File: src/rtl/axis_mux_pkg.sv
// axis_mux_pkg: shared state encoding, beat layout and arbitration helper
// for the packet-aware 2:1 AXI-Stream mux.
package axis_mux_pkg;

  typedef enum logic [1:0] {
    IDLE  = 2'd0,
    PASS0 = 2'd1,
    PASS1 = 2'd2
  } mux_state_t;

  // Default data width and the sideband bits appended to every beat.
  localparam int unsigned MUX_DATA_W  = 32;
  localparam int unsigned BEAT_META_W = 2;

  // Beat layout at the default width; the mux packs the flat slice word in
  // the same field order {tdata, tlast, tid}.
  typedef struct packed {
    logic [MUX_DATA_W-1:0] tdata;
    logic                  tlast;
    logic                  tid;
  } beat_t;

  // Packet-level arbitration: a lone requester wins; on a tie the input that
  // did not send the previous packet wins.
  function automatic mux_state_t next_grant(input logic s0_valid,
                                            input logic s1_valid,
                                            input logic rr_last);
    mux_state_t grant;
    grant = IDLE;
    if (s0_valid && s1_valid) begin
      grant = rr_last ? PASS0 : PASS1;
    end else if (s0_valid) begin
      grant = PASS0;
    end else if (s1_valid) begin
      grant = PASS1;
    end
    return grant;
  endfunction

endpackage

File: src/rtl/axis_skid_slice.sv
// axis_skid_slice: 2-entry registered pipeline slice (main + skid).
// The output is always driven from the main entry; the skid entry catches the
// one beat that may arrive in the cycle the downstream stalls. Input ready is
// taken straight from the skid occupancy flop, so no combinational path runs
// from i_ready to o_ready.
module axis_skid_slice #(
  parameter int unsigned BeatW = 34
) (
  input  logic             i_clk,
  input  logic             i_rst_n,
  input  logic [BeatW-1:0] i_data,
  input  logic             i_valid,
  output logic             o_ready,
  output logic [BeatW-1:0] o_data,
  output logic             o_valid,
  input  logic             i_ready
);

  logic             r_main_valid;
  logic             r_skid_valid;
  logic [BeatW-1:0] r_main_data;
  logic [BeatW-1:0] r_skid_data;
  logic             w_push;
  logic             w_pop;

  assign o_ready = ~r_skid_valid;
  assign o_valid = r_main_valid;
  assign o_data  = r_main_data;
  assign w_push  = i_valid & ~r_skid_valid;
  assign w_pop   = r_main_valid & i_ready;

  // Entry occupancy and data movement: skid refills main on a pop, new beats
  // land in main when it is free (or being emptied) and in skid otherwise.
  always_ff @(posedge i_clk or negedge i_rst_n) begin
    if (!i_rst_n) begin
      r_main_valid <= 1'b0;
      r_skid_valid <= 1'b0;
      r_main_data  <= '0;
      r_skid_data  <= '0;
    end else if (w_pop) begin
      if (r_skid_valid) begin
        r_main_data  <= r_skid_data;
        r_skid_valid <= 1'b0;
      end else if (w_push) begin
        r_main_data  <= i_data;
      end else begin
        r_main_valid <= 1'b0;
      end
    end else if (w_push) begin
      if (r_main_valid) begin
        r_skid_data  <= i_data;
        r_skid_valid <= 1'b1;
      end else begin
        r_main_data  <= i_data;
        r_main_valid <= 1'b1;
      end
    end
  end

endmodule

File: src/rtl/axis_pkt_mux.sv
// axis_pkt_mux: packet-atomic round-robin 2:1 AXI-Stream mux with a
// registered skid slice on the output and a source-ID sideband (m_tid).
// Optional feature macro: AXIS_MUX_STATS_EN adds per-input completed-packet
// counters pkt_cnt0/pkt_cnt1 (width PktCntWidth, wrapping).
module axis_pkt_mux
  import axis_mux_pkg::*;
#(
  parameter int unsigned DataWidth = MUX_DATA_W
`ifdef AXIS_MUX_STATS_EN
  ,
  parameter int unsigned PktCntWidth = 16
`endif
) (
  input  logic                 counter_clk,
  input  logic                 reset_n,
  input  logic [DataWidth-1:0] s0_tdata,
  input  logic                 s0_tvalid,
  input  logic                 s0_tlast,
  output logic                 s0_tready,
  input  logic [DataWidth-1:0] s1_tdata,
  input  logic                 s1_tvalid,
  input  logic                 s1_tlast,
  output logic                 s1_tready,
  output logic [DataWidth-1:0] m_tdata,
  output logic                 m_tvalid,
  output logic                 m_tlast,
  output logic                 m_tid,
  input  logic                 m_tready
`ifdef AXIS_MUX_STATS_EN
  ,
  output logic [PktCntWidth-1:0] pkt_cnt0,
  output logic [PktCntWidth-1:0] pkt_cnt1
`endif
);

  localparam int unsigned BeatW = DataWidth + BEAT_META_W;

  mux_state_t       r_state;
  mux_state_t       w_state_next;
  logic             r_rr_last;
  logic             w_rr_last_next;
  logic             w_slice_ready;
  logic             w_wr_valid;
  logic [BeatW-1:0] w_wr_beat;
  logic [BeatW-1:0] w_rd_beat;
  logic             w_rd_valid;

  // State register and round-robin pointer; input 0 wins the first tie.
  always_ff @(posedge counter_clk or negedge reset_n) begin
    if (!reset_n) begin
      r_state   <= IDLE;
      r_rr_last <= 1'b1;
    end else begin
      r_state   <= w_state_next;
      r_rr_last <= w_rr_last_next;
    end
  end

  // Grant decode, input readies and end-of-packet release back to IDLE.
  always_comb begin
    w_state_next   = r_state;
    w_rr_last_next = r_rr_last;
    s0_tready      = 1'b0;
    s1_tready      = 1'b0;
    unique case (r_state)
      IDLE: begin
        w_state_next = next_grant(s0_tvalid, s1_tvalid, r_rr_last);
      end
      PASS0: begin
        s0_tready = w_slice_ready;
        if (s0_tvalid && w_slice_ready && s0_tlast) begin
          w_state_next   = IDLE;
          w_rr_last_next = 1'b0;
        end
      end
      PASS1: begin
        s1_tready = w_slice_ready;
        if (s1_tvalid && w_slice_ready && s1_tlast) begin
          w_state_next   = IDLE;
          w_rr_last_next = 1'b1;
        end
      end
      default: begin
        w_state_next = IDLE;
      end
    endcase
  end

  // Route the granted input into the slice, tagged with its source index.
  always_comb begin
    w_wr_valid = 1'b0;
    w_wr_beat  = '0;
    unique case (r_state)
      PASS0: begin
        w_wr_valid = s0_tvalid;
        w_wr_beat  = {s0_tdata, s0_tlast, 1'b0};
      end
      PASS1: begin
        w_wr_valid = s1_tvalid;
        w_wr_beat  = {s1_tdata, s1_tlast, 1'b1};
      end
      default: begin
        w_wr_valid = 1'b0;
      end
    endcase
  end

  axis_skid_slice #(
    .BeatW (BeatW)
  ) u_out_slice (
    .i_clk   (counter_clk),
    .i_rst_n (reset_n),
    .i_data  (w_wr_beat),
    .i_valid (w_wr_valid),
    .o_ready (w_slice_ready),
    .o_data  (w_rd_beat),
    .o_valid (w_rd_valid),
    .i_ready (m_tready)
  );

  assign m_tvalid = w_rd_valid;
  assign m_tdata  = w_rd_beat[BeatW-1:BEAT_META_W];
  assign m_tlast  = w_rd_beat[1];
  assign m_tid    = w_rd_beat[0];

`ifdef AXIS_MUX_STATS_EN
  logic [PktCntWidth-1:0] r_pkt_cnt0;
  logic [PktCntWidth-1:0] r_pkt_cnt1;
  logic                   w_pkt_done;

  assign w_pkt_done = m_tvalid & m_tready & m_tlast;

  // Count packets as their final beat leaves the mux, per source.
  always_ff @(posedge counter_clk or negedge reset_n) begin
    if (!reset_n) begin
      r_pkt_cnt0 <= '0;
      r_pkt_cnt1 <= '0;
    end else if (w_pkt_done) begin
      if (m_tid) begin
        r_pkt_cnt1 <= r_pkt_cnt1 + PktCntWidth'(1);
      end else begin
        r_pkt_cnt0 <= r_pkt_cnt0 + PktCntWidth'(1);
      end
    end
  end

  assign pkt_cnt0 = r_pkt_cnt0;
  assign pkt_cnt1 = r_pkt_cnt1;
`endif

endmodule

File: config.mk
export PLATFORM = sky130hd
export DESIGN_NAME = axis_pkt_mux
export DESIGN_NICKNAME = d
export VERILOG_FILES = /design/src/rtl/axis_mux_pkg.sv /design/src/rtl/axis_skid_slice.sv /design/src/rtl/axis_pkt_mux.sv
export SDC_FILE = /design/constraint.sdc
export NUM_CORES = 1
export LEC_CHECK = 0
export ABC_AREA = 1
export CORE_UTILIZATION = 40
export DETAILED_ROUTE_END_ITERATION = 10
export GPL_TIMING_DRIVEN = 0
export PLACE_DENSITY_LB_ADDON = 0.3
export SLEW_MARGIN = 25
export SYNTH_ARGS = -nofsm -noshare
export SYNTH_HDL_FRONTEND = slang
export SYNTH_SLANG_ARGS = --single-unit
File: constraint.sdc
create_clock -name counter_clk -period 1.72 [get_ports counter_clk]
set_input_delay 0.344 -clock counter_clk [delete_from_list [all_inputs] [get_ports counter_clk]]
set_output_delay 0.344 -clock counter_clk [all_outputs]
set_load 0.02 [all_outputs]
==> results.cfg <==
[synth]
synthDistinctLibCells = 20
yosys_register_bits = 73
post-synth-top-area-cell = dfrtp_1
synth_top_area_share = 0.451
ys_seq_area_frac = 0.458
synth_fp_nets = 636
yosys_warnings = 0
synth_area_leaders = dfrtp_1 45%, nand2_1 30%, nand3_1 13%, buf_2 2.3%, buf_6 2.3%
syn_avg_cell_area_um2 = 7.12
syn_area_mm2 = 0.00399
syn_inst = 561

[routing]
num_vias = 4154
wl_per_cell_um = 13.7
ant_nets = 0
drc = 0
viasPerCell = 4.94
drt_iter0_markers = 200
dr.pass1.iters = 5
wl_mm = 11.5

[floorplan]
die_width_um = 102
core_mm2 = 0.00973
die-area_mm2 = 0.0104
fp-row-count = 36
die_y_um = 102
initial_core_util = 0.410
ios = 108

[pwr]
power_frac_seq = 0.314
ir_worst_vdd_mv = 0.581
pwr-share-comb = 0.502
finalPower_mw = 7.40
p_int_mw = 4.36
leakage_nw = 3.32
p_sw_frac = 0.411
power_density_mw_per_mm2 = 1260
p_clk_frac = 0.184
switchingPower_mw = 3.04

[worst_setup_path]
critPathLaunchType = flop
worstPathRequired_ns = 1.96
crit_fanout = 7
cp-end-kind = flop
critPathKind = flop to flop
cp.arrival_ns = 2.00

[clock_tree]
cts_tree = yes
cts-root-buf = clkbuf_8
clock_path_buffers = 2
cts_buffers = 9
clock_latency_ns = 0.35
cts_num_sinks = 73
htreeDepth = 3
clk_pin_slew_worst_paths_ns = 0.08

[timing]
hold_ws_ns = 0.413
finClkSkew_ns = 0.00763
rsz0062_at_grt = yes
setup_viol = 25
fin_crit_ns = 1.76
fmax_mhz = 568
hold_viol_final = 0
worst_slack_ns = -0.0390
drv_slew = 0
fin_crit_sh = 1.02
tightest_slew_ns = 0.494
relSlewSlack = 0.671

[outcome]
violations = negative setup slack
run_status = complete, but fails checks

[global_route]
grt_first_pass_wirelength_mm = 18.1
overflow = 0
grt_usage = 0.227
grt_antenna_before_repair = 0
grt_pass1_vias = 3794
grt_max_degree = 55

[placement]
port_buffers = 107
hpwl_mm = 7.89
placed_cells = 802
globalplace.congestion = 0.796

[min_path]
min_path_type = input port to async pin

[cells_and_area]
layoutNonFillerInstCount = 841
antennaDiodeCount = 0
drive_above_1_share = 0.145
nets = 779
area_delta_synth_final_pct = 47.4

[job]
drv_cap = 0
[placed cells by master (no fill, tap or decap), drive strengths merged]
cell	count
buf	58
bufbuf	1
bufinv	1
clkbuf	14
clkdlybuf4s50	94
clkinv	3
clkinvlp	1
dfrtp	72
dfstp	1
dlygate4sd2	1
dlygate4sd3	1
dlymetal6s2s	9
ha	4
inv	11
nand2	321
nand3	106
nor2	4
o211ai	1
o21ai	5
[final timing paths]
kind | to | depth (start not counted) | slack [ns] | from
hold / removal | u_out_slice.o_data[6] | 2 | 0.41 | reset_n
min in group counter_clk | r_rr_last | 2 | 0.48 | r_rr_last
setup / recovery | u_out_slice.o_data[3] | 11 | -0.04 | r_state[0]
max in group asynchronous | r_rr_last | 3 | 0.69 | reset_n
setup reg to reg | u_out_slice.o_data[3] | 11 | -0.04 | r_state[0]
hold reg to reg | r_rr_last | 2 | 0.48 | r_rr_last
[layout make-up]
| class | count | area (µm²) |
|---|---|---|
| Buffer | 33 | 273 |
| Clock buffer | 10 | 138 |
| Clock inverter | 5 | 56.3 |
| Fill cell | 886 | 3840 |
| Inverter | 11 | 48.8 |
| Multi-Input combinational cell | 441 | 1990 |
| Sequential cell | 73 | 1830 |
| Tap cell | 133 | 166 |
| Timing Repair Buffer | 135 | 1390 |
[what timing repair did]
item	CTS	global route
cloned	5	1
pin swaps	4	11
hold endpoints to repair	19	0
endpoints found under the setup margin	62	77
buffers inserted	16	5
hold buffers	1	0
resized for setup	43	33
[synth_stat cells (all sizes together)]
cell type  number
clkbuf          3
ha              4
dfstp           1
nand2         320
dfrtp          72
o21ai           5
buf            34
o211ai          1
nor2            4
nand3         106
inv            11
[critical path: stages (launching register included)]
cell and delay, ns:
dfrtp_2 0.42, inv_4 0.06, ha_4 0.28, inv_2 0.05, nor2_4 0.12, nand2_4 0.10, buf_12 0.14, nand2_8 0.10
nand2_8 0.10, clkbuf_16 0.18, nand2_1 0.06, nand2_1 0.05
[kinds of logic (layout without fill, tap and decap cells)]
group | Yosys count | in the layout | share of synthesized area
AND/OR/NAND/NOR | 430 | 431 | 0.450
flip-flops | 73 | 73 | 0.458
AO/OA/AOI/OAI | 6 | 6 | 0.00815
buffers and inverters | 48 | 194 | 0.0721
adder cells (fa/ha/maj) | 4 | 4 | 0.0125
[metrics by stage]
step	setup TNS (ns)	util	area (µm²)	worst slack (ns)
after floorplan	0	-	3990	0.131
after global placement	-162.02	0.538	5230	-2.15
after detailed placement	-7.95	0.540	5260	-0.478
after CTS	-2.69	0.591	5750	-0.0783
after global routing	-3.43	0.605	5890	-0.104
final	-0.355	0.605	5890	-0.0390
[flip-flops by register name (all words and copies together), names as in the netlist]
| name | flops |
|---|---|
| u_out_slice.o_data | 34 |
| u_out_slice.r_skid_data | 34 |
| r_state | 2 |
| r_rr_last | 1 |
| u_out_slice.o_valid | 1 |
| u_out_slice.r_skid_valid | 1 |
[power groups by stage]
stage          Sequential [mW]  Clock (mW)  Combinational [mW]
5_1_grt                   2.36        1.45                4.05
4_1_cts                   2.31        1.36                3.52
3_5_place_dp              2.34           0                3.17
2_1_floorplan             2.62           0                1.59
6_report                  2.32        1.36                3.72
3_3_place_gp              2.33           0                3.10
[per-layer routing]
| metal | wire length, µm | track usage | share of wire |
|---|---|---|---|
| met3 | 631 | 0.0328 | 0.055 |
| met5 | 0 | 0 | 0 |
| met1 | 5100 | 0.289 | 0.44 |
| met4 | 257 | 0.100 | 0.022 |
| met2 | 5530 | 0.385 | 0.48 |
Power figures use the tool's default switching activity.
